[config.mk]
export PLATFORM = sky130hd
export DESIGN_NAME = fifo_dpram_pipe
export DESIGN_NICKNAME = d
export VERILOG_FILES = /design/src/rtl/fifo_pkg.sv /design/src/rtl/fifo_dpram_core.sv /design/src/rtl/fifo_dpram_pipe.sv
export SDC_FILE = /design/constraint.sdc
export NUM_CORES = 1
export LEC_CHECK = 0
export ABC_AREA = 0
export ABC_CLOCK_PERIOD_IN_PS = 2650
export BUFFER_PORTS_ARGS = -buffer_cell sky130_fd_sc_hd__buf_4
export CAP_MARGIN = 20
export CELL_PAD_IN_SITES_DETAIL_PLACEMENT = 1
export CELL_PAD_IN_SITES_GLOBAL_PLACEMENT = 2
export CORE_UTILIZATION = 47
export CTS_CLUSTER_DIAMETER = 200
export DETAILED_ROUTE_END_ITERATION = 7
export PLACE_DENSITY_LB_ADDON = 0.1
export SLEW_MARGIN = 25
export SYNTH_ARGS = -nofsm -noshare
export SYNTH_HDL_FRONTEND = slang
export SYNTH_SLANG_ARGS = --single-unit
[constraint.sdc]
create_clock -name clk -period 2.65 [get_ports clk]
set_input_delay 0.1325 -clock clk [delete_from_list [all_inputs] [get_ports clk]]
set_output_delay 0.1325 -clock clk [all_outputs]
set_load 0.05 [all_outputs]
[src/rtl/fifo_pkg.sv]
// Shared types and helpers for the FIFO dual-port storage family.
// Holds the clear-FSM state enum, read-during-write mode codes, lane merge and parity helpers.
package fifo_pkg;

  typedef enum logic {
    CLEAR = 1'b0,
    READY = 1'b1
  } fsm_state_e;

  localparam int RDW_READ_FIRST  = 0;
  localparam int RDW_WRITE_FIRST = 1;

  function automatic logic [7:0] lane_merge(input logic [7:0] old_b,
                                            input logic [7:0] new_b,
                                            input logic       be);
    return be ? new_b : old_b;
  endfunction

  function automatic logic byte_parity(input logic [7:0] b);
    return ^b;
  endfunction

endpackage

[src/rtl/fifo_dpram_core.sv]
// Bare storage array: byte-enabled synchronous write, asynchronous read.
// With FIFO_DPRAM_PARITY_EN defined, one parity bit per byte lane is stored alongside the data.
module fifo_dpram_core #(
  parameter int ADDR_WIDTH = 3,
  parameter int DATA_WIDTH = 32
) (
  input  logic                    clk,
  input  logic                    i_we,
  input  logic [DATA_WIDTH/8-1:0] i_be,
  input  logic [ADDR_WIDTH-1:0]   i_waddr,
  input  logic [DATA_WIDTH-1:0]   i_wdata,
`ifdef FIFO_DPRAM_PARITY_EN
  input  logic [DATA_WIDTH/8-1:0] i_wpar,
  output logic [DATA_WIDTH/8-1:0] o_rpar,
`endif
  input  logic [ADDR_WIDTH-1:0]   i_raddr,
  output logic [DATA_WIDTH-1:0]   o_rdata
);

  localparam int DEPTH  = 1 << ADDR_WIDTH;
  localparam int NLANES = DATA_WIDTH / 8;

  logic [DATA_WIDTH-1:0] r_mem [DEPTH];

  always_ff @(posedge clk) begin
    if (i_we) begin
      for (int i = 0; i < NLANES; i++) begin
        if (i_be[i]) r_mem[i_waddr][8*i +: 8] <= i_wdata[8*i +: 8];
      end
    end
  end

  assign o_rdata = r_mem[i_raddr];

`ifdef FIFO_DPRAM_PARITY_EN
  logic [NLANES-1:0] r_par [DEPTH];

  always_ff @(posedge clk) begin
    if (i_we) begin
      for (int i = 0; i < NLANES; i++) begin
        if (i_be[i]) r_par[i_waddr][i] <= i_wpar[i];
      end
    end
  end

  assign o_rpar = r_par[i_raddr];
`endif

endmodule

[src/rtl/fifo_dpram_pipe.sv]
// Single-clock dual-port FIFO storage with post-reset clear sweep, RDW bypass and 1/2-stage read pipe.
// Optional per-lane even parity with par_err output when FIFO_DPRAM_PARITY_EN is defined.
module fifo_dpram_pipe
  import fifo_pkg::*;
#(
  parameter int ADDR_WIDTH     = 3,
  parameter int DATA_WIDTH     = 32,
  parameter int RD_LATENCY     = 1,
  parameter int RDW_MODE       = 0,
  parameter int CLEAR_ON_RESET = 1
) (
  input  logic                    clk,
  input  logic                    rst_n,
  output logic                    init_busy,
  input  logic                    wen,
  input  logic [DATA_WIDTH/8-1:0] wbe,
  input  logic [ADDR_WIDTH-1:0]   waddr,
  input  logic [DATA_WIDTH-1:0]   wdata,
  input  logic                    ren,
  input  logic [ADDR_WIDTH-1:0]   raddr,
  output logic                    rvalid,
  output logic [DATA_WIDTH-1:0]   rdata
`ifdef FIFO_DPRAM_PARITY_EN
  ,
  output logic [DATA_WIDTH/8-1:0] par_err
`endif
);

  localparam int NLANES = DATA_WIDTH / 8;
  localparam int DEPTH  = 1 << ADDR_WIDTH;
  localparam logic [ADDR_WIDTH-1:0] LAST_ADDR = ADDR_WIDTH'(DEPTH - 1);

  generate
    if (RD_LATENCY != 1 && RD_LATENCY != 2) begin : g_bad_latency
      $error("fifo_dpram_pipe: RD_LATENCY must be 1 or 2");
    end
    if (DATA_WIDTH % 8 != 0) begin : g_bad_width
      $error("fifo_dpram_pipe: DATA_WIDTH must be a multiple of 8");
    end
  endgenerate

  fsm_state_e            r_state;
  fsm_state_e            w_state_nxt;
  logic [ADDR_WIDTH-1:0] r_clr_addr;
  logic                  w_busy;

  always_ff @(posedge clk) begin
    if (!rst_n) begin
      r_state    <= (CLEAR_ON_RESET != 0) ? CLEAR : READY;
      r_clr_addr <= '0;
    end else begin
      r_state <= w_state_nxt;
      if (r_state == CLEAR) r_clr_addr <= r_clr_addr + ADDR_WIDTH'(1);
    end
  end

  always_comb begin
    w_state_nxt = r_state;
    if (r_state == CLEAR && r_clr_addr == LAST_ADDR) w_state_nxt = READY;
  end

  assign w_busy    = (r_state == CLEAR);
  assign init_busy = w_busy;

  // The sweep owns the write port; user strobes only count once READY and out of reset.
  logic                  w_wen_acc;
  logic                  w_ren_acc;
  logic                  w_we;
  logic [NLANES-1:0]     w_be;
  logic [ADDR_WIDTH-1:0] w_waddr;
  logic [DATA_WIDTH-1:0] w_wdata;
  logic                  w_collide;

  assign w_wen_acc = rst_n & ~w_busy & wen;
  assign w_ren_acc = rst_n & ~w_busy & ren;
  assign w_we      = w_wen_acc | (rst_n & w_busy);
  assign w_be      = w_busy ? '1 : wbe;
  assign w_waddr   = w_busy ? r_clr_addr : waddr;
  assign w_wdata   = w_busy ? '0 : wdata;
  assign w_collide = (RDW_MODE == RDW_WRITE_FIRST) && w_wen_acc && (waddr == raddr);

  logic [DATA_WIDTH-1:0] w_rd_word;
  logic [DATA_WIDTH-1:0] w_rd_sel;

`ifdef FIFO_DPRAM_PARITY_EN
  logic [NLANES-1:0] w_wpar;
  logic [NLANES-1:0] w_rd_par;
  logic [NLANES-1:0] w_rd_par_sel;

  always_comb begin
    w_wpar = '0;
    for (int i = 0; i < NLANES; i++) begin
      w_wpar[i] = ~w_busy & byte_parity(wdata[8*i +: 8]);
    end
  end
`endif

  fifo_dpram_core #(
    .ADDR_WIDTH (ADDR_WIDTH),
    .DATA_WIDTH (DATA_WIDTH)
  ) u_core (
    .clk     (clk),
    .i_we    (w_we),
    .i_be    (w_be),
    .i_waddr (w_waddr),
    .i_wdata (w_wdata),
`ifdef FIFO_DPRAM_PARITY_EN
    .i_wpar  (w_wpar),
    .o_rpar  (w_rd_par),
`endif
    .i_raddr (raddr),
    .o_rdata (w_rd_word)
  );

  // Write-first collisions forward the written lanes straight into the read path.
  always_comb begin
    w_rd_sel = w_rd_word;
    if (w_collide) begin
      for (int i = 0; i < NLANES; i++) begin
        w_rd_sel[8*i +: 8] = lane_merge(w_rd_word[8*i +: 8], wdata[8*i +: 8], wbe[i]);
      end
    end
  end

`ifdef FIFO_DPRAM_PARITY_EN
  always_comb begin
    w_rd_par_sel = w_rd_par;
    if (w_collide) begin
      for (int i = 0; i < NLANES; i++) begin
        if (wbe[i]) w_rd_par_sel[i] = w_wpar[i];
      end
    end
  end
`endif

  // Stage 1: capture the selected word on an accepted read
  logic                  r_vld_p1;
  logic [DATA_WIDTH-1:0] r_data_p1;

  always_ff @(posedge clk) begin
    if (!rst_n) begin
      r_vld_p1  <= 1'b0;
      r_data_p1 <= '0;
    end else begin
      r_vld_p1 <= w_ren_acc;
      if (w_ren_acc) r_data_p1 <= w_rd_sel;
    end
  end

`ifdef FIFO_DPRAM_PARITY_EN
  logic [NLANES-1:0] r_par_p1;
  logic [NLANES-1:0] w_par_out;

  always_ff @(posedge clk) begin
    if (!rst_n) r_par_p1 <= '0;
    else if (w_ren_acc) r_par_p1 <= w_rd_par_sel;
  end
`endif

  // Stage 2: optional extra register, advancing only behind a valid stage-1 word
  generate
    if (RD_LATENCY == 2) begin : g_lat2
      logic                  r_vld_p2;
      logic [DATA_WIDTH-1:0] r_data_p2;

      always_ff @(posedge clk) begin
        if (!rst_n) begin
          r_vld_p2  <= 1'b0;
          r_data_p2 <= '0;
        end else begin
          r_vld_p2 <= r_vld_p1;
          if (r_vld_p1) r_data_p2 <= r_data_p1;
        end
      end

      assign rvalid = r_vld_p2;
      assign rdata  = r_data_p2;

`ifdef FIFO_DPRAM_PARITY_EN
      logic [NLANES-1:0] r_par_p2;

      always_ff @(posedge clk) begin
        if (!rst_n) r_par_p2 <= '0;
        else if (r_vld_p1) r_par_p2 <= r_par_p1;
      end

      assign w_par_out = r_par_p2;
`endif
    end else begin : g_lat1
      assign rvalid = r_vld_p1;
      assign rdata  = r_data_p1;
`ifdef FIFO_DPRAM_PARITY_EN
      assign w_par_out = r_par_p1;
`endif
    end
  endgenerate

`ifdef FIFO_DPRAM_PARITY_EN
  always_comb begin
    par_err = '0;
    for (int i = 0; i < NLANES; i++) begin
      par_err[i] = rvalid & (byte_parity(rdata[8*i +: 8]) ^ w_par_out[i]);
    end
  end
`endif

endmodule

Word level (Yosys, flattened, before mapping):

Memories as Yosys holds them, arrays and structs flattened. A register that Yosys moved wholly into a read port is not among the register bits.
Cells that the tools add are included.

* flip-flop bits (word level): 5
* latch bits: 0
* bits in writable memories: 256
* memory bits (read-only): 0
* input port bits: 46
* output and inout bits: 34
* word-level logic and storage cells: 29
* memories kept: 1

Memories
* u_core.r_mem: words 8, bits a word 32, read ports 1, clocked after memory_dff 1, wr ports 1, line fifo_dpram_core.sv:23 `logic [DATA_WIDTH-1:0] r_mem [DEPTH];`

* add/subtract/negate cells: 1
* multiply operators: 0
* div/mod/pow operators: 0
* order comparisons: 0
* equal/unequal tests: 1
* shifts and indexed selects: 0
* mux-type cells: 15
* bitwise gates (word level): 6
* reductions and logical operators: 2

Operators with widths (count)
* two-way mux 32 bit: 1
* two-way mux 1 bit: 12
* bitwise AND 1 bit: 4
* two-way mux 4 bit: 1
* adder 3 x 1 -> 3 bit (second input constant): 1
* equality test 3 bit (second input constant): 1
* two-way mux 3 bit: 1
* logical AND 1 bit: 1
* logical NOT 1 bit: 1
* NOT 1 bit: 1
* bitwise OR 1 bit: 1

Longest topological paths before layout:

Gate-level depths: netlist (run 1).

* word-level depth: 5
* depth in mapped cells: 6
* depth with buffers taken out: 4

Hierarchy:

A second synthesis (run 1) with hierarchy kept.

* cells, all modules: 623
* area total of the unflattened synthesis: 11753.8 sq um

By module, submodules not included
* fifo_dpram_core: instances 1, cells each 414, area an instance 9962.1 sq um, seq. area each 7687.4 sq um
* fifo_dpram_pipe: instances 1, cells each 209, area an instance 1791.7 sq um, seq. area each 740.7 sq um

Worst setup path after synthesis (run 1):

OpenSTA, ideal clock, no wires.

* kind: register -> register
* from: register r_state
* to: memory u_core.r_mem[3][16] (enable)
* library setup time: 370 ps
* data arrival time: 1385 ps
* required time: 2280 ps
* path slack: 895 ps
* stages on the path, launching flop included: 5
* path buffers: 0
* period minus slack after synthesis: 1755 ps
* cell sequence: dfxtp_1 inv_1 nor3_1 a21oi_1 nor2_1

* cells in the longest elaborated chain, start to end: 5
* elaborated cells between the ends (all ways): 10
* those cells by class: mux (5); bitwise (5)

RTL lines
* from (decl): line fifo_dpram_pipe.sv:42 `fsm_state_e r_state;`
* from (signal assigned): line fifo_dpram_pipe.sv:49 `r_state <= (CLEAR_ON_RESET != 0) ? CLEAR : READY;`
* from (signal assigned): line fifo_dpram_pipe.sv:52 `r_state <= w_state_nxt;`
* NOT 1 bit: line fifo_dpram_pipe.sv:62 `assign w_busy = (r_state == CLEAR);`
* via init_busy: line fifo_dpram_pipe.sv:14 `output logic init_busy,`
* bitwise AND 1 bit: line fifo_dpram_pipe.sv:76 `assign w_we = w_wen_acc | (rst_n & w_busy);`
* bitwise OR 1 bit: line fifo_dpram_pipe.sv:76
* two-way mux 1 bit: line fifo_dpram_core.sv:26 `if (i_we) begin`
* two-way mux 1 bit (implied by the code): line fifo_dpram_core.sv:28 `if (i_be[i]) r_mem[i_waddr][8*i +: 8] <= i_wdata[8*i +: 8];`
* to (decl): line fifo_dpram_core.sv:23

The timed path passes the listed nets, and every way through them passes these cells.

Worst setup path after layout (run 1):

* from: register r_state
* to: memory u_core.r_mem[3][27] (enable)

* cells in the longest elaborated chain, start to end: 5
* elaborated cells between the ends (all ways): 10
* those cells by class: mux (5); bitwise (5)

RTL lines (line)
* bitwise AND 1 bit / NOT 1 bit (equally long branches): fifo_dpram_pipe.sv:74, fifo_dpram_pipe.sv:62
* bitwise AND 1 bit, on equally long branches: fifo_dpram_pipe.sv:74, fifo_dpram_pipe.sv:76
* bitwise OR 1 bit: fifo_dpram_pipe.sv:76
* two-way mux 1 bit: fifo_dpram_core.sv:26
* two-way mux 1 bit (implied by the code): fifo_dpram_core.sv:28

Several ways; a longest one is shown, not always the timed one.

==> impl_metrics.ini, run 1 <==
[die]
floorplan.io_pins = 80
design.core.area_um2 = 24320
std_cell_rows = 57
floorplan.initialDensity_pct = 47.99
die_height_um = 159.6
floorplan.die.width_um = 159.6
design.die.area_um2 = 25470

[clock_tree]
clk-insertion-delay-late_ns = 0.55
cts_tree = built
cts_setup_buffers = 0
cts_max_path_buffers = 3
numClockSinks = 293
h-tree-depth = 1
cts-buffers-inserted = 31
clock_tree.root_cell = sky130_fd_sc_hd__clkbuf_16
clkTransAtPathRegs_ns = 0.06

[worst_setup_path]
timing.critical_path.from_type = register
critical_path_required_ns = 2.95
path_max_fanout = 31
timing.critical_path.arrival_ns = 2.74
critPathKind = reg -> reg
r2r_cells = 5
critical_path.reg2reg.endpoint = u_core.r_mem[3][27]
cp_cell_sequence = buf_4 -> nor2_1 -> a21oi_1 -> nor2_1 -> buf_4
worst_path_largest_cell_delay_ns = 0.68
critical_path.reg2reg.startpoint = r_state
timing.reg2reg.setup_slack_ns = 0.21
critPathSlowestCell = sky130_fd_sc_hd__a21oi_1
worst_setup_path_end_kind = register

[sta]
final_min_period_over_clock_period_pct = 92.01
clock_period_minus_final_worst_setup_slack_ns = 2.438
relSlewSlack_pct = 32.29
report.final.slew_viol_count = 0
setup_violations = 0
tns_ns = 0
worstMarginPinSlew_ns = 1.012
unrepaired_setup_endpoints_after_global_routing = false
worst_setup_slack_after_layout_ns = 0.2116
timing.clock.skew_ns = 0.01196
report.final.hold_viol_count = 0
max_freq_mhz = 410.1

[final_layout]
most-common-layout-cells = sky130_fd_sc_hd__edfxtp_1 (256), sky130_fd_sc_hd__mux2i_1 (130), sky130_fd_sc_hd__buf_4 (118)
layout-drive-gt1-share_pct = 19.80
layout_commonest_cell = sky130_fd_sc_hd__edfxtp_1
area_growth_pct = 17.31
seqCellArea_um2 = 8429
insertedDiodeCount = 0
utilization_pct = 56.30
multi_input_comb_area_um2 = 2873
filler_cell_count = 2310
nets = 908

[global_route]
grt_pass1_wl_um = 42250
gr-usage-all-layers_pct = 21.89
antenna_found_initial = 0
number_of_global_route_vias_before_repair = 7334
grt_remaining_overflow = 0
grt_max_degree = 42

[yosys]
synthesis.nets = 797
synth_cell_types = 29
netlist_instances = 749
synth.yosys.warnings = 0
netlist_area_um2 = 11670
synthesis.area_per_instance_um2 = 15.58
ys_seq_elements = 293
ys_seq_area_share_pct = 72.21

[worst_hold_path]
holdPathStages = 2
hp-start = wdata[18]
timing.hold.worst.class = in -> reg
worst_hold_end = u_core.r_mem[4][18]

[placed_design]
place_congestion = 0.7486
port_buffers = 79
pre_cts_ws_ns = 0.1954
hpwlAfterDp_um = 17180

[flow_run]
maxCapViolations = 0

[drt]
routed_wl_um = 27360
dr_total_vias = 6615
detail_route.wl_per_cell_um = 22.65
drt_iter0_drc = 440
postRouteAntennaNets = 0
detail_routed_via_count_per_cell = 5.476
drt_drc_violations_left = 0
firstDrtPassIters = 4

[power]
power-per-cell-area_nw_per_um2 = 727.4
power_leakage_nw = 4.828
power.ir.vdd_worst_v = 0.0005288
post-layout-total-power_mw = 9.959

[outcome]
status = finished clean
==> synth_stat cells, drive strengths merged <==
| master | instances | area (µm²) |
|---|---|---|
| edfxtp | 256 | 7687 |
| mux2i | 130 | 1301 |
| nor2 | 69 | 259.0 |
| a22oi | 65 | 493.0 |
| dfxtp | 37 | 740.7 |
| a21oi | 34 | 170.2 |
| and2 | 34 | 212.7 |
| o21ai | 32 | 160.2 |
| buf | 31 | 314.0 |
| nand2 | 18 | 67.56 |
| clkbuf | 14 | 52.55 |
| a21o | 8 | 60.06 |
| nor2b | 6 | 37.54 |
| inv | 3 | 11.26 |
| a32oi | 2 | 25.03 |
| and3 | 2 | 12.51 |
| ha | 2 | 25.02 |
| and3b | 1 | 8.760 |
| nand2b | 1 | 6.260 |
| nor3 | 1 | 5.000 |
| nor3b | 1 | 7.510 |
| o21a | 1 | 7.510 |
| or2 | 1 | 6.260 |
==> critical path, delay by kind of cell (launching register included) <==
family,cells,cell delay [ns]
AO/OA/AOI/OAI,1,0.68
buffers and inverters,2,0.67
flip-flops,1,0.59
AND/OR/NAND/NOR,2,0.24
==> kinds of logic after synthesis <==
kind of cell,Yosys count,share of synthesized area [%]
adder cells (fa/ha/maj),2,0.2144
flip-flops,293,72.21
buffers and inverters,48,3.238
AND/OR/NAND/NOR,134,5.339
AO/OA/AOI/OAI,142,7.847
multiplexers,130,11.15
==> timing repair <==
action,CTS,global route
endpoints found under the hold margin,2,0
hold buffers,2,0
gates resized for setup,0,0
==> area by class of cell <==
type                       count  share of cell area (%)
sequential                   293                   61.56
multi-input combinational    408                   20.98
timing repair buffer         123                   6.991
clock buffer                  41                   6.232
tap                          324                   2.961
clock inverter                16                   1.188
inverter                       3                 0.08224
==> state kept, by name, summed over array words and instances (netlist names) <==
register and cells:
u_core.r_mem 256, rdata 32, r_state 1, rvalid 1, r_clr_addr 3
==> worst max path at each step <==
stage          slack, ns  startpoint             endpoint  cells past startpoint
2_1_floorplan       0.90     r_state  u_core.r_mem[3][16]                      4
3_3_place_gp        0.34     r_state   u_core.r_mem[3][5]                      5
3_5_place_dp        0.20     r_state  u_core.r_mem[3][26]                      5
4_1_cts             0.20     r_state  u_core.r_mem[3][29]                      5
5_1_grt             0.07     r_state  u_core.r_mem[3][24]                      5
6_report            0.21     r_state  u_core.r_mem[3][27]                      5
==> per-stage QoR <==
stage,hold slack [ns],instance area (µm²),instances
floorplan,0.2917,11670,749
global placement,0.3931,12660,1149
detailed placement,0.4163,12660,1149
CTS,0.06634,13690,1208
global route,0.08946,13690,1208
finish,0.07839,13690,1208
==> per-layer routing <==
| layer | global-route usage (%) | share of wire, % | vias up |
|---|---|---|---|
| li1 | - | - | 3065 |
| met1 | 28.84 | 44 | 3372 |
| met2 | 38.43 | 51 | 141 |
| met3 | 2.813 | 4.0 | 37 |
| met4 | 5.376 | 1.8 | 0 |
| met5 | 0 | 0 | - |
==> report_power, final <==
group / internal [mW] / total (mW) / switching, mW / leakage [nW]
clock: 2.55 / 4.28 / 1.73 / 0.499
combinational: 0.208 / 0.529 / 0.321 / 1.95
sequential: 5.11 / 5.16 / 0.0423 / 2.38
total: 7.87 / 9.96 / 2.09 / 4.83
Note: power is estimated with default switching activity, not from simulation.
==> run 2, diff against run 1 <==
- BUFFER_PORTS_ARGS: -buffer_cell sky130_fd_sc_hd__buf_4 -> -buffer_cell sky130_fd_sc_hd__buf_2
==> impl_metrics.ini, run 2 (synthesized netlist as in run 1, its figures left out) <==
[final_layout]
number_of_flip_flops_under_the_largest_register_name = 256
multi_input_comb_area_um2 = 2873
layout_commonest_cell = sky130_fd_sc_hd__edfxtp_1
utilization_pct = 55.35
nets = 904
most-common-layout-cells = sky130_fd_sc_hd__edfxtp_1 (256), sky130_fd_sc_hd__mux2i_1 (130), sky130_fd_sc_hd__buf_2 (78)
registers.top_by_ff_count = u_core.r_mem
fin_cells = 1204
seqCellArea_um2 = 8429
layout-drive-gt1-share_pct = 19.32
insertedDiodeCount = 0
area_growth_pct = 15.34
filler_cell_count = 2318

[sta]
report.final.slew_viol_count = 0
final_min_period_over_clock_period_pct = 87.22
worst_setup_slack_after_layout_ns = 0.3386
relSlewSlack_pct = 46.69
max_freq_mhz = 432.6
unrepaired_setup_endpoints_after_global_routing = false
setup_violations = 0
worstMarginPinSlew_ns = 0.7967
tns_ns = 0
report.final.hold_viol_count = 0
timing.clock.skew_ns = 0.01822
clock_period_minus_final_worst_setup_slack_ns = 2.311

[power]
post-layout-total-power_mw = 9.918
power-per-cell-area_nw_per_um2 = 736.8
power.sequential.fraction_pct = 52.0
internal_power_mw = 7.871
clkPwrFrac_pct = 42.9
power_switching_mw = 2.047
pwr-share-comb_pct = 5.1
power.ir.vdd_worst_v = 0.0006096
swShare_pct = 20.64
power_leakage_nw = 4.773

[worst_setup_path]
cp_cell_sequence = nor2b_1 -> a21oi_1 -> nand2b_1 -> nor2_1
timing.critical_path.from_type = register
r2r_cells = 4
critPathSlowestCell = sky130_fd_sc_hd__dfxtp_2
timing.critical_path.arrival_ns = 2.49
cp_num_cells = 4
critical_path_required_ns = 2.82
path_max_fanout = 25
worst_path_largest_cell_delay_ns = 0.67
worst_setup_path_end_kind = register
critPathKind = reg -> reg
crit_buf_inv = 0
largest_delay_contributor_family_on_the_critical_path = simple AND/OR/NAND/NOR gates

[clock_tree]
clk-insertion-delay-late_ns = 0.55
clkTransAtPathRegs_ns = 0.06
cts-buffers-inserted = 31
cts.repair.resized = 0
cts_setup_buffers = 0
numClockSinks = 293
h-tree-depth = 1
cts_tree = built
cts_max_path_buffers = 3
cts.hold.buffers_added = 1
clock_tree.root_cell = sky130_fd_sc_hd__clkbuf_16

[die]
floorplan.io_pins = 80
design.core.area_um2 = 24320
floorplan.initialDensity_pct = 47.99
floorplan.die.width_um = 159.6
design.die.area_um2 = 25470
std_cell_rows = 57
die_height_um = 159.6

[global_route]
number_of_global_route_vias_before_repair = 7086
grt_pass1_wl_um = 41740
grt_remaining_overflow = 0
gr-usage-all-layers_pct = 21.64
grt_max_degree = 53
antenna_found_initial = 0

[drt]
drt_iter0_drc = 362
firstDrtPassIters = 4
routed_wl_um = 27160
detail_routed_via_count_per_cell = 5.459
drt_drc_violations_left = 0
dr_total_vias = 6573
postRouteAntennaNets = 0
detail_route.wl_per_cell_um = 22.55

[placed_design]
pre_cts_ws_ns = 0.3473
hpwlAfterDp_um = 16330
post-place-cells = 1146
port_buffers = 79
place_congestion = 0.7206

[flow_run]
maxCapViolations = 0

[worst_hold_path]
holdPathStages = 2
timing.hold.worst.class = in -> reg

[outcome]
status = finished clean
[run 2: cell type report]
cell class / count / area share, %
Multi-Input combinational cell: 408 / 21.34
Timing Repair Buffer: 119 / 5.419
Sequential cell: 293 / 62.62
Tap cell: 324 / 3.011
Clock inverter: 12 / 1.004
Inverter: 3 / 0.08365
Clock buffer: 45 / 6.525
[run 2: worst paths after layout]
path                            slack, ns      start             endpoint
worst max-delay path                 0.34    r_state  u_core.r_mem[6][17]
worst min-delay path                 0.07  wdata[15]  u_core.r_mem[3][15]
worst max register to register       0.34    r_state  u_core.r_mem[6][17]
worst min register to register       0.53  rdata[22]            rdata[22]
[run 2: stage by stage]
step | instance area, µm² | hold WS [ns]
final | 13460 | 0.06783
after global routing | 13460 | 0.08325
after CTS | 13460 | 0.04358
after detailed placement | 12440 | 0.4059
after global placement | 12440 | 0.3956
after floorplan | 11670 | 0.2917
[run 2: routing by layer]
metal | global-route usage, % | wire length (µm) | up-vias
met4 | 4.327 | 331 | 0
met3 | 2.501 | 1249 | 31
met2 | 38.03 | 13700 | 141
li1 | - | - | 3061
met1 | 29.04 | 11880 | 3340
met5 | 0 | 0 | -
[run 2: worst reg2reg max path, cell delays in order (launching register included)]
cell and delay (ns):
sky130_fd_sc_hd__dfxtp_2 0.67, sky130_fd_sc_hd__nor2b_1 0.24, sky130_fd_sc_hd__a21oi_1 0.20, sky130_fd_sc_hd__nand2b_1 0.17, sky130_fd_sc_hd__nor2_1 0.66
[run 2: power by group through the flow]
stage	clock [mW]	combinational [mW]	sequential, mW
3_3_place_gp	0	0.496	5.24
4_1_cts	4.34	0.519	5.15
6_report	4.26	0.509	5.15
3_5_place_dp	0	0.514	5.25
5_1_grt	4.51	0.553	5.16
2_1_floorplan	0	0.333	5.25
